## src/rtl/multicycle_control_pkg.sv

```systemverilog
// Shared definitions for the multi-cycle MIPS controller: FSM states, opcodes, ALU codes.
// Combinational helpers only; no latency or backpressure of its own.
package control_pkg;

  typedef enum logic [3:0] {
    IDLE      = 4'd0,
    FETCH     = 4'd1,
    DECODE    = 4'd2,
    EXEC_R    = 4'd3,
    EXEC_I    = 4'd4,
    BRANCH    = 4'd5,
    EXEC_MULT = 4'd6,
    WB_R      = 4'd7,
    WB_I      = 4'd8
  } ctrlStateT;

  localparam logic [5:0] R_TYPE = 6'h00;
  localparam logic [5:0] MULT   = 6'h01;
  localparam logic [5:0] BEQ    = 6'h04;
  localparam logic [5:0] BNE    = 6'h05;
  localparam logic [5:0] MOV    = 6'h06;
  localparam logic [5:0] ADDI   = 6'h08;
  localparam logic [5:0] ORI    = 6'h0D;

  localparam logic [2:0] ALU_NOP   = 3'b000;
  localparam logic [2:0] ALU_SUB   = 3'b001;
  localparam logic [2:0] ALU_MUL   = 3'b010;
  localparam logic [2:0] ALU_MOV   = 3'b011;
  localparam logic [2:0] ALU_ADD   = 3'b100;
  localparam logic [2:0] ALU_OR    = 3'b101;
  localparam logic [2:0] ALU_RTYPE = 3'b111;

  typedef struct packed {
    logic       pcWrite;
    logic       irWrite;
    logic       memRead;
    logic       memWrite;
    logic       regDst;
    logic       regWrite;
    logic       memtoReg;
    logic       aluSrcA;
    logic       pcSource;
    logic [1:0] aluSrcB;
    logic [2:0] aluOp;
    logic       busy;
    logic       instrDone;
    logic       illegal;
  } ctrlSigsT;

  // Unknown opcodes map to FETCH, which is also how the top flags them illegal.
  function automatic ctrlStateT decodeOp(input logic [5:0] op);
    case (op)
      R_TYPE, MOV: return EXEC_R;
      ADDI, ORI:   return EXEC_I;
      BEQ, BNE:    return BRANCH;
      MULT:        return EXEC_MULT;
      default:     return FETCH;
    endcase
  endfunction

endpackage

```

## src/rtl/multicycle_control_if.sv

```systemverilog
// Controller <-> datapath signal bundle; master is the controller, slave the datapath side.
// Pure wiring: no latency, no backpressure beyond the MemReady handshake it carries.
interface multicycle_control_if #(
  parameter int ALUOP_WIDTH = 3
);
  logic [5:0]             OP;
  logic                   Zero;
  logic                   MemReady;
  logic                   PCWrite;
  logic                   IRWrite;
  logic                   MemRead;
  logic                   MemWrite;
  logic                   RegDst;
  logic                   RegWrite;
  logic                   MemtoReg;
  logic                   ALUSrcA;
  logic                   PCSource;
  logic [1:0]             ALUSrcB;
  logic [ALUOP_WIDTH-1:0] ALUOp;
  logic                   Busy;
  logic                   InstrDone;
  logic                   Illegal;

  modport master (
    input  OP, Zero, MemReady,
    output PCWrite, IRWrite, MemRead, MemWrite, RegDst, RegWrite, MemtoReg,
           ALUSrcA, PCSource, ALUSrcB, ALUOp, Busy, InstrDone, Illegal
  );

  modport slave (
    output OP, Zero, MemReady,
    input  PCWrite, IRWrite, MemRead, MemWrite, RegDst, RegWrite, MemtoReg,
           ALUSrcA, PCSource, ALUSrcB, ALUOp, Busy, InstrDone, Illegal
  );
endinterface

```

## src/rtl/mult_cycle_counter.sv

```systemverilog
// Down-counter timing the MULT execute phase; zero is high on the last execute cycle.
// Load takes effect next clock; dec saturates at zero, no backpressure.
module mult_cycle_counter #(
  parameter int MULT_CYCLES = 4
) (
  input  logic clk,
  input  logic reset,
  input  logic load,
  input  logic dec,
  output logic zero
);
  localparam int CW = (MULT_CYCLES > 1) ? $clog2(MULT_CYCLES) : 1;
  localparam logic [CW-1:0] LOAD_VAL = CW'(MULT_CYCLES - 1);

  logic [CW-1:0] count;

  always_ff @(posedge clk or negedge reset) begin
    if (!reset) begin
      count <= '0;
    end else if (load) begin
      count <= LOAD_VAL;
    end else if (dec && (count != '0)) begin
      count <= count - 1'b1;
    end
  end

  assign zero = (count == '0);
endmodule

```

## src/rtl/multicycle_control.sv

```systemverilog
// Moore control FSM for a multi-cycle MIPS datapath (fetch/decode/execute/writeback, multi-cycle MULT).
// Latency 3-4 cycles per instruction (3+MULT_CYCLES for MULT); FETCH stalls while MemReady is low.
module multicycle_control
  import control_pkg::*;
#(
  parameter int ALUOP_WIDTH = 3,
  parameter int MULT_CYCLES = 4
) (
  input  logic                clk,
  input  logic                reset,
  multicycle_control_if.master bus
);
  ctrlStateT              state;
  ctrlStateT              nextState;
  logic [5:0]             opQ;
  logic                   cntLoad;
  logic                   cntDec;
  logic                   cntZero;
  ctrlSigsT               ctrl;
  logic [ALUOP_WIDTH-1:0] aluOpExt;

  always_ff @(posedge clk or negedge reset) begin
    if (!reset) begin
      state <= IDLE;
      opQ   <= '0;
    end else begin
      state <= nextState;
      if (state == DECODE) begin
        opQ <= bus.OP;
      end
    end
  end

  assign cntLoad = (state == DECODE) && (bus.OP == MULT);
  assign cntDec  = (state == EXEC_MULT);

  mult_cycle_counter #(
    .MULT_CYCLES(MULT_CYCLES)
  ) uCounter (
    .clk  (clk),
    .reset(reset),
    .load (cntLoad),
    .dec  (cntDec),
    .zero (cntZero)
  );

  // Everything after DECODE keys off opQ so a changing OP cannot disturb the instruction in flight.
  always_comb begin
    nextState = IDLE;
    ctrl      = '0;
    case (state)
      IDLE: begin
        nextState = FETCH;
      end
      FETCH: begin
        ctrl.memRead = 1'b1;
        ctrl.aluSrcB = 2'b01;
        ctrl.aluOp   = ALU_ADD;
        ctrl.irWrite = bus.MemReady;
        ctrl.pcWrite = bus.MemReady;
        nextState    = bus.MemReady ? DECODE : FETCH;
      end
      DECODE: begin
        ctrl.aluSrcB = 2'b11;
        ctrl.aluOp   = ALU_ADD;
        nextState    = decodeOp(bus.OP);
        ctrl.illegal = (nextState == FETCH);
      end
      EXEC_R: begin
        ctrl.aluSrcA = 1'b1;
        ctrl.aluOp   = (opQ == MOV) ? ALU_MOV : ALU_RTYPE;
        nextState    = WB_R;
      end
      EXEC_I: begin
        ctrl.aluSrcA = 1'b1;
        ctrl.aluSrcB = 2'b10;
        ctrl.aluOp   = (opQ == ORI) ? ALU_OR : ALU_ADD;
        nextState    = WB_I;
      end
      BRANCH: begin
        ctrl.aluSrcA   = 1'b1;
        ctrl.aluOp     = ALU_SUB;
        ctrl.pcSource  = 1'b1;
        ctrl.pcWrite   = (opQ == BNE) ? ~bus.Zero : bus.Zero;
        ctrl.instrDone = 1'b1;
        nextState      = FETCH;
      end
      EXEC_MULT: begin
        ctrl.aluSrcA = 1'b1;
        ctrl.aluOp   = ALU_MUL;
        ctrl.busy    = 1'b1;
        nextState    = cntZero ? WB_R : EXEC_MULT;
      end
      WB_R: begin
        ctrl.regDst    = 1'b1;
        ctrl.regWrite  = 1'b1;
        ctrl.instrDone = 1'b1;
        nextState      = FETCH;
      end
      WB_I: begin
        ctrl.regWrite  = 1'b1;
        ctrl.instrDone = 1'b1;
        nextState      = FETCH;
      end
      default: begin
        nextState = IDLE;
      end
    endcase
  end

  always_comb begin
    aluOpExt      = '0;
    aluOpExt[2:0] = ctrl.aluOp;
  end

  assign bus.PCWrite   = ctrl.pcWrite;
  assign bus.IRWrite   = ctrl.irWrite;
  assign bus.MemRead   = ctrl.memRead;
  assign bus.MemWrite  = ctrl.memWrite;
  assign bus.RegDst    = ctrl.regDst;
  assign bus.RegWrite  = ctrl.regWrite;
  assign bus.MemtoReg  = ctrl.memtoReg;
  assign bus.ALUSrcA   = ctrl.aluSrcA;
  assign bus.PCSource  = ctrl.pcSource;
  assign bus.ALUSrcB   = ctrl.aluSrcB;
  assign bus.ALUOp     = aluOpExt;
  assign bus.Busy      = ctrl.busy;
  assign bus.InstrDone = ctrl.instrDone;
  assign bus.Illegal   = ctrl.illegal;
endmodule

```

## src/flat_wrapper.sv

```systemverilog
// flat-port wrapper written by rule: the top's interface ports become plain ports
module multicycle_control_flat import control_pkg::*;
#(
  parameter int ALUOP_WIDTH = 3,
  parameter int MULT_CYCLES = 4
)
  (clk, reset, bus_OP, bus_Zero, bus_MemReady, bus_PCWrite, bus_IRWrite, bus_MemRead, bus_MemWrite, bus_RegDst, bus_RegWrite, bus_MemtoReg, bus_ALUSrcA, bus_PCSource, bus_ALUSrcB, bus_ALUOp, bus_Busy, bus_InstrDone, bus_Illegal);
  multicycle_control_if #(.ALUOP_WIDTH(ALUOP_WIDTH)) bus_i ();
  input  logic clk;
  input  logic reset;
  input wire logic [$bits(bus_i.OP)-1:0] bus_OP;
  input wire logic [$bits(bus_i.Zero)-1:0] bus_Zero;
  input wire logic [$bits(bus_i.MemReady)-1:0] bus_MemReady;
  output wire logic [$bits(bus_i.PCWrite)-1:0] bus_PCWrite;
  output wire logic [$bits(bus_i.IRWrite)-1:0] bus_IRWrite;
  output wire logic [$bits(bus_i.MemRead)-1:0] bus_MemRead;
  output wire logic [$bits(bus_i.MemWrite)-1:0] bus_MemWrite;
  output wire logic [$bits(bus_i.RegDst)-1:0] bus_RegDst;
  output wire logic [$bits(bus_i.RegWrite)-1:0] bus_RegWrite;
  output wire logic [$bits(bus_i.MemtoReg)-1:0] bus_MemtoReg;
  output wire logic [$bits(bus_i.ALUSrcA)-1:0] bus_ALUSrcA;
  output wire logic [$bits(bus_i.PCSource)-1:0] bus_PCSource;
  output wire logic [$bits(bus_i.ALUSrcB)-1:0] bus_ALUSrcB;
  output wire logic [$bits(bus_i.ALUOp)-1:0] bus_ALUOp;
  output wire logic [$bits(bus_i.Busy)-1:0] bus_Busy;
  output wire logic [$bits(bus_i.InstrDone)-1:0] bus_InstrDone;
  output wire logic [$bits(bus_i.Illegal)-1:0] bus_Illegal;
  assign bus_i.OP = bus_OP;
  assign bus_i.Zero = bus_Zero;
  assign bus_i.MemReady = bus_MemReady;
  assign bus_PCWrite = bus_i.PCWrite;
  assign bus_IRWrite = bus_i.IRWrite;
  assign bus_MemRead = bus_i.MemRead;
  assign bus_MemWrite = bus_i.MemWrite;
  assign bus_RegDst = bus_i.RegDst;
  assign bus_RegWrite = bus_i.RegWrite;
  assign bus_MemtoReg = bus_i.MemtoReg;
  assign bus_ALUSrcA = bus_i.ALUSrcA;
  assign bus_PCSource = bus_i.PCSource;
  assign bus_ALUSrcB = bus_i.ALUSrcB;
  assign bus_ALUOp = bus_i.ALUOp;
  assign bus_Busy = bus_i.Busy;
  assign bus_InstrDone = bus_i.InstrDone;
  assign bus_Illegal = bus_i.Illegal;
  multicycle_control #(.ALUOP_WIDTH(ALUOP_WIDTH), .MULT_CYCLES(MULT_CYCLES)) u_core (.clk(clk), .reset(reset), .bus(bus_i));
endmodule
```

## config.mk

```make
export PLATFORM = sky130hd
export DESIGN_NAME = multicycle_control_flat
export DESIGN_NICKNAME = d
export VERILOG_FILES = /design/src/rtl/multicycle_control_pkg.sv /design/src/rtl/multicycle_control_if.sv /design/src/rtl/mult_cycle_counter.sv /design/src/rtl/multicycle_control.sv /design/src/flat_wrapper.sv
export SDC_FILE = /design/constraint.sdc
export NUM_CORES = 1
export LEC_CHECK = 0
export CORE_ASPECT_RATIO = 0.8
export CORE_MARGIN = 4
export CORE_UTILIZATION = 42
export CTS_BUF_LIST = sky130_fd_sc_hd__clkbuf_16
export CTS_CLUSTER_DIAMETER = 50
export CTS_CLUSTER_SIZE = 10
export DETAILED_ROUTE_END_ITERATION = 8
export MAX_ROUTING_LAYER = met4
export PLACE_DENSITY = 0.86
export SYNTH_ARGS = -nofsm -noshare
export SYNTH_HDL_FRONTEND = slang
export SYNTH_HIERARCHICAL = 1
export SYNTH_SLANG_ARGS = --single-unit
```

## constraint.sdc

```tcl
create_clock -name clk -period 1.8 [get_ports clk]
set_clock_uncertainty 0.15 [all_clocks]
set_input_delay 0.36 -clock clk [delete_from_list [all_inputs] [get_ports clk]]
set_output_delay 0.36 -clock clk [all_outputs]
set_load 0.02 [all_outputs]
```

Word-level counts from Yosys, hierarchy flattened
Cells that the tools add are included.
{ "classes": {"n_addsub": 1, "n_eq_ne": 18, "muxes": 21, "bitwise": 1, "n_reduce_logical": 15} }
{ "op_table": {"columns": ["op", "count"], "rows": [
  ["6-bit by 3-bit equality test with 1-bit output, second input constant", 5],
  ["4-bit case mux with 6 select lines", 1],
  ["6-bit by 4-bit equality test with 1-bit output, second input constant", 3],
  ["4-bit by 3-bit equality test with 1-bit output, second input constant", 4],
  ["3-bit case mux with 5 select lines", 1],
  ["3-bit case mux with 4 select lines", 1],
  ["1-bit 2-to-1 mux", 10],
  ["2-bit OR reduction", 5],
  ["4-bit by 1-bit equality test with 1-bit output, second input constant", 2],
  ["4-bit by 2-bit equality test with 1-bit output, second input constant", 2],
  ["2-bit 2-to-1 mux", 4],
  ["4-bit OR reduction", 2],
  ["6-bit by 1-bit equality test with 1-bit output, second input constant", 1],
  ["6-bit zero test", 1],
  ["2-bit case mux with 3 select lines", 1],
  ["4-bit equality test, second input constant", 1],
  ["4-bit zero test", 1],
  ["4-bit 2-to-1 mux", 1],
  ["2-bit nonzero test", 2],
  ["3-bit 2-to-1 mux", 1],
  ["3-bit OR reduction", 1],
  ["1-bit logical AND", 2],
  ["2-bit zero test", 1],
  ["1-bit case mux with 2 select lines", 1],
  ["2 further kinds", 2]
]} }
{ "word_totals": {"reg_bits": 12, "input_bits": 10, "out_inout_bits": 17, "wordCells": 59} }

Logic depth before layout (Yosys ltp)
{ "logic_depth": {"depth_word": 6, "ltp_mapped": 6, "ltp_nobuf": 6} }

Cells and area by module
Netlist, hierarchy kept.
{ "by_module_without_submodules": {"columns": ["module", "n_inst", "cells_per_inst", "area_each_um2"], "rows": [
  ["multicycle_control", 1, 95, 829.5],
  ["mult_cycle_counter", 1, 12, 123.9]
]} }

Worst setup path after synthesis
Ideal clock, no wire load.
{ "synth_timing": {"path_type": "register -> output", "from": "register u_core.opQ[3]", "to": "output bus_PCWrite", "arrival_time_ns": 1.822, "setup_slack_ns": -0.532, "path_stages_with_launch": 5, "path_cell_list": "dfrtp_1 or4b_4 nor3b_2 xnor2_1 a2111oi_2"} }
{ "synth_between": {"elab_chain_len": 3} }
{ "synth_rtl": {"columns": ["item", "line", "text"], "rows": [
  ["from (decl)", "multicycle_control.sv:15", "logic [5:0] opQ;"],
  ["from (signal assigned)", "multicycle_control.sv:29", "opQ <= bus.OP;"],
  ["6-bit by 3-bit equality test with 1-bit output", "multicycle_control.sv:84", "ctrl.pcWrite = (opQ == BNE) ? ~bus.Zero : bus.Zero;"],
  ["1-bit 2-to-1 mux", "multicycle_control.sv:84", null],
  ["1-bit case mux with 2 select lines", "multicycle_control.sv:51", "case (state)"],
  ["to (decl)", "flat_wrapper.sv:14", "output wire logic [$bits(bus_i.PCWrite)-1:0] bus_PCWrite;"]
]} }
No other way between the ends.

Worst setup path in the final report
{ "layout_timing": {"from": "register u_core.opQ[5]", "to": "output bus_PCWrite"} }
Same word-level chain as after synthesis.

==> summary.md <==
| Metric | Value |
|---|---|
| Worst-path maximum fanout | 2 |
| Final setup viols | 23 |
| WL final | 4650 µm |
| Top layer in use | met4 |
| Total clock sinks | 12 |
| Drt wl/cell | 22.1 µm |
| RSZ-0062 raised after global routing | yes |
| Cts bufs inserted | 3 |
| PwrDens | 2030 nW/µm² |
| Vias in the first global route | 1179 |
| Layout cells sized above 1 | 62.7% |
| Post-synth top flop | dfrtp_1 |
| Crit-path cells | or4b_4, nor3b_4, xnor2_1, a2111oi_4, buf_4 |
| Main area contributors after synthesis | dfrtp_1 31%, mux2_2 7.1%, nor2_1 5.1%, xnor2_1 4.6%, nor3_1 3.7% |
| GRT Residual Overflow | 0 |
| Yosys top cell by area | dfrtp_1 |
| Max_cap viols | 0 |
| WL met1 | 1730 µm |
| Vias after detailed routing | 1243 |
| Final period utilization | 142% |
| Synth async-reset ratio | 100% |
| Hpwl dp | 2120 µm |
| Share of the synthesized area in the top cell type | 31.5% |
| Total GRT Usage | 27.7% |
| Slew @ Worst Pin | 0.553 ns |
| Chip Width | 61.3 µm |
| Final Worst Setup Slack | -0.750 ns |
| Endpoints failing hold | 0 |
| CP max-delay cell | or4b_4 |
| Failing checks | setup timing |
| ANT cells | 0 |
| Synth Instances | 107 |
| Leak Pwr | 0.933 nW |
| Root Buffer | clkbuf_16 |
| Rows | 15 |
| Final min period | 2.55 ns |
| Cell Area, Placed | 1460 µm² |
| Synthesized cell area | 953 µm² |
| # IOs | 27 |
| CTS tree | built |
| Filler cells | 66 |
| Initial Utilization | 44.2% |
| WP data arrival | 2.04 ns |
| Worst EP required | 1.29 ns |
| Core Box Area | 2160 µm² |
| Cell area after layout | 1990 µm² |
| Avg Cell Area, Syn | 8.91 µm² |
| Vias per cell | 5.92 |
| Max IR drop VDD | 1.72 mV |
| DRC violations left | 0 |
| Worst skew pair latency | 0.24 ns |
| Pin count of the biggest net entering global routing | 13 |
| Height of the die | 50.6 µm |
| Highest Clock Rate | 392 MHz |
| CTS clock-pin slew for the worst setup and hold paths | 0.05 ns |
| CP Capture Type | primary output |
| Met2 WL post-DR | 2240 µm |
| Met3 Wirelength | 436 µm |
| Pre-antenna DRT Iters | 4 |
| Place WS | -0.937 ns |
| Final Core Density | 92.3% |
| Worst Setup Start Kind | register |
| Crit Path Class | reg2out |
| Die area | 3100 µm² |
| Cell variety after synth | 43 |
| Status | finished with violations |
| Ys Warns | 6 |
| PortBufs | 24 |
| First-pass GRT wire length | 5890 µm |
| Clock Path Buffers | 2 |
| Area delta synth->final | 109% |
| Most frequent cells in the layout | 40 x buf_4, 31 x buf_6, 10 x nor2_1, 9 x dfrtp_1, 7 x clkdlybuf4s50_1 |
| Slew Limit Fails | 0 |
| Gp weighted congestion | 0.847 |
| Reg-to-reg slack, setup | -0.12 ns |
| First DRT Iteration DRCs | 62 |
| Post-synthesis sequential area ratio | 31.5% |
| Post-DRT Antenna Nets | 0 |
| H-Tree Depth | 1 |
| Number of flops mapped to enable cells by yosys | 0 |
| Critical Path Max Stage Delay | 0.58 ns |
| Hold crit path type | in2async |
| Initial antenna violation count | 0 |
| Number of nets in the layout | 197 |
| Relative slew slack | 63.0% |
| #FFs+latches synth | 12 |
| Commonest non-fill, non-tap cell in the layout | buf_4 |
cell usage after synthesis, drive strengths merged, types with 2 or more instances:
cell / instances
xnor2: 5
dfrtp: 12
a21oi: 3
nand3: 3
nor2b: 2
mux2: 6
mux2i: 2
xor2: 2
clkbuf: 6
buf: 5
and2b: 2
nand2b: 5
nor3b: 3
inv: 3
a2111oi: 2
nor3: 7
o22a: 2
nand2: 7
nor2: 13
where the power goes:
| part | internal, mW | switching (mW) |
|---|---|---|
| clock | 0.293 | 0.124 |
| combinational | 1.68 | 1.40 |
| sequential | 0.405 | 0.154 |
| total | 2.38 | 1.67 |
through the flow:
step | instances | TNS (ns) | total power, mW | hold WS (ns)
floorplan | 108 | -0.350 | 1.60 | -0.0856
global placement | 182 | -6.34 | 2.36 | 0.376
detailed placement | 182 | -7.00 | 2.45 | 0.402
CTS | 203 | -3.65 | 3.42 | 0.328
global route | 210 | -5.40 | 4.20 | 0.368
finish | 210 | -4.40 | 4.05 | 0.327
flip-flops by register name (all words and copies together) (netlist names):
| signal | cells |
|---|---|
| u_core/opQ | 6 |
| u_core/state | 4 |
| u_core/uCounter/count | 2 |
critical path, delay by kind of cell, from the launching register on:
kind,cells,cell delay (ns)
compound gates,1,0.30
simple gates,2,0.78
flops,1,0.40
buf+inv,1,0.20
xor+xnor,1,0.12
routing by layer:
| layer | vias up | global-route usage [%] |
|---|---|---|
| li1 | 524 | - |
| met1 | 586 | 31.5 |
| met2 | 105 | 46.5 |
| met3 | 28 | 5.14 |
| met4 | 0 | 11.9 |
| met5 | - | - |
worst paths after layout:
check / from / endpoint / depth (start not counted)
setup / recovery: u_core/opQ[5] / bus_PCWrite / 5
hold / removal: reset / u_core/opQ[1] / 1
setup reg to reg: u_core/state[2] / u_core/uCounter/count[1] / 7
hold reg to reg: u_core/uCounter/count[1] / u_core/uCounter/count[1] / 2
max in group asynchronous: reset / u_core/state[1] / 1
min in group clk: u_core/uCounter/count[1] / u_core/uCounter/count[1] / 2
cell families (layout without fill, tap and decap cells):
kind of cell             Yosys count  after routing  share of synthesized area [%]
multiplexers                       8              8                           9.19
flip-flops                        12             12                           31.5
XOR/XNOR                           7              7                           6.43
other                              1              2                          0.393
AO/OA/AOI/OAI                     13             13                           10.8
buffers and inverters             14             91                           9.71
adder cells (fa/ha/maj)            1              1                           1.31
AND/OR/NAND/NOR                   51             51                           30.7
final cells by class:
class                   instances  area, µm²  share of cell area [%]
well taps                      25       31.3                    1.57
inverters                       3       11.3                   0.565
repair buffers                 84        777                    39.0
flip-flops and latches         12        304                    15.3
clock buffers                   3       75.1                    3.77
multi-input cells              82        791                    39.7
clock inverters                 1       3.75                   0.188
what timing repair did:
item / in CTS / in global routing
gates cloned: 0 / 0
hold buffers: 0 / 0
buffers inserted: 18 / 15
resized for setup: 120 / 38
setup endpoints to repair: 17 / 24
pin swaps: 10 / 14
Note: power is estimated with default switching activity, not from simulation.
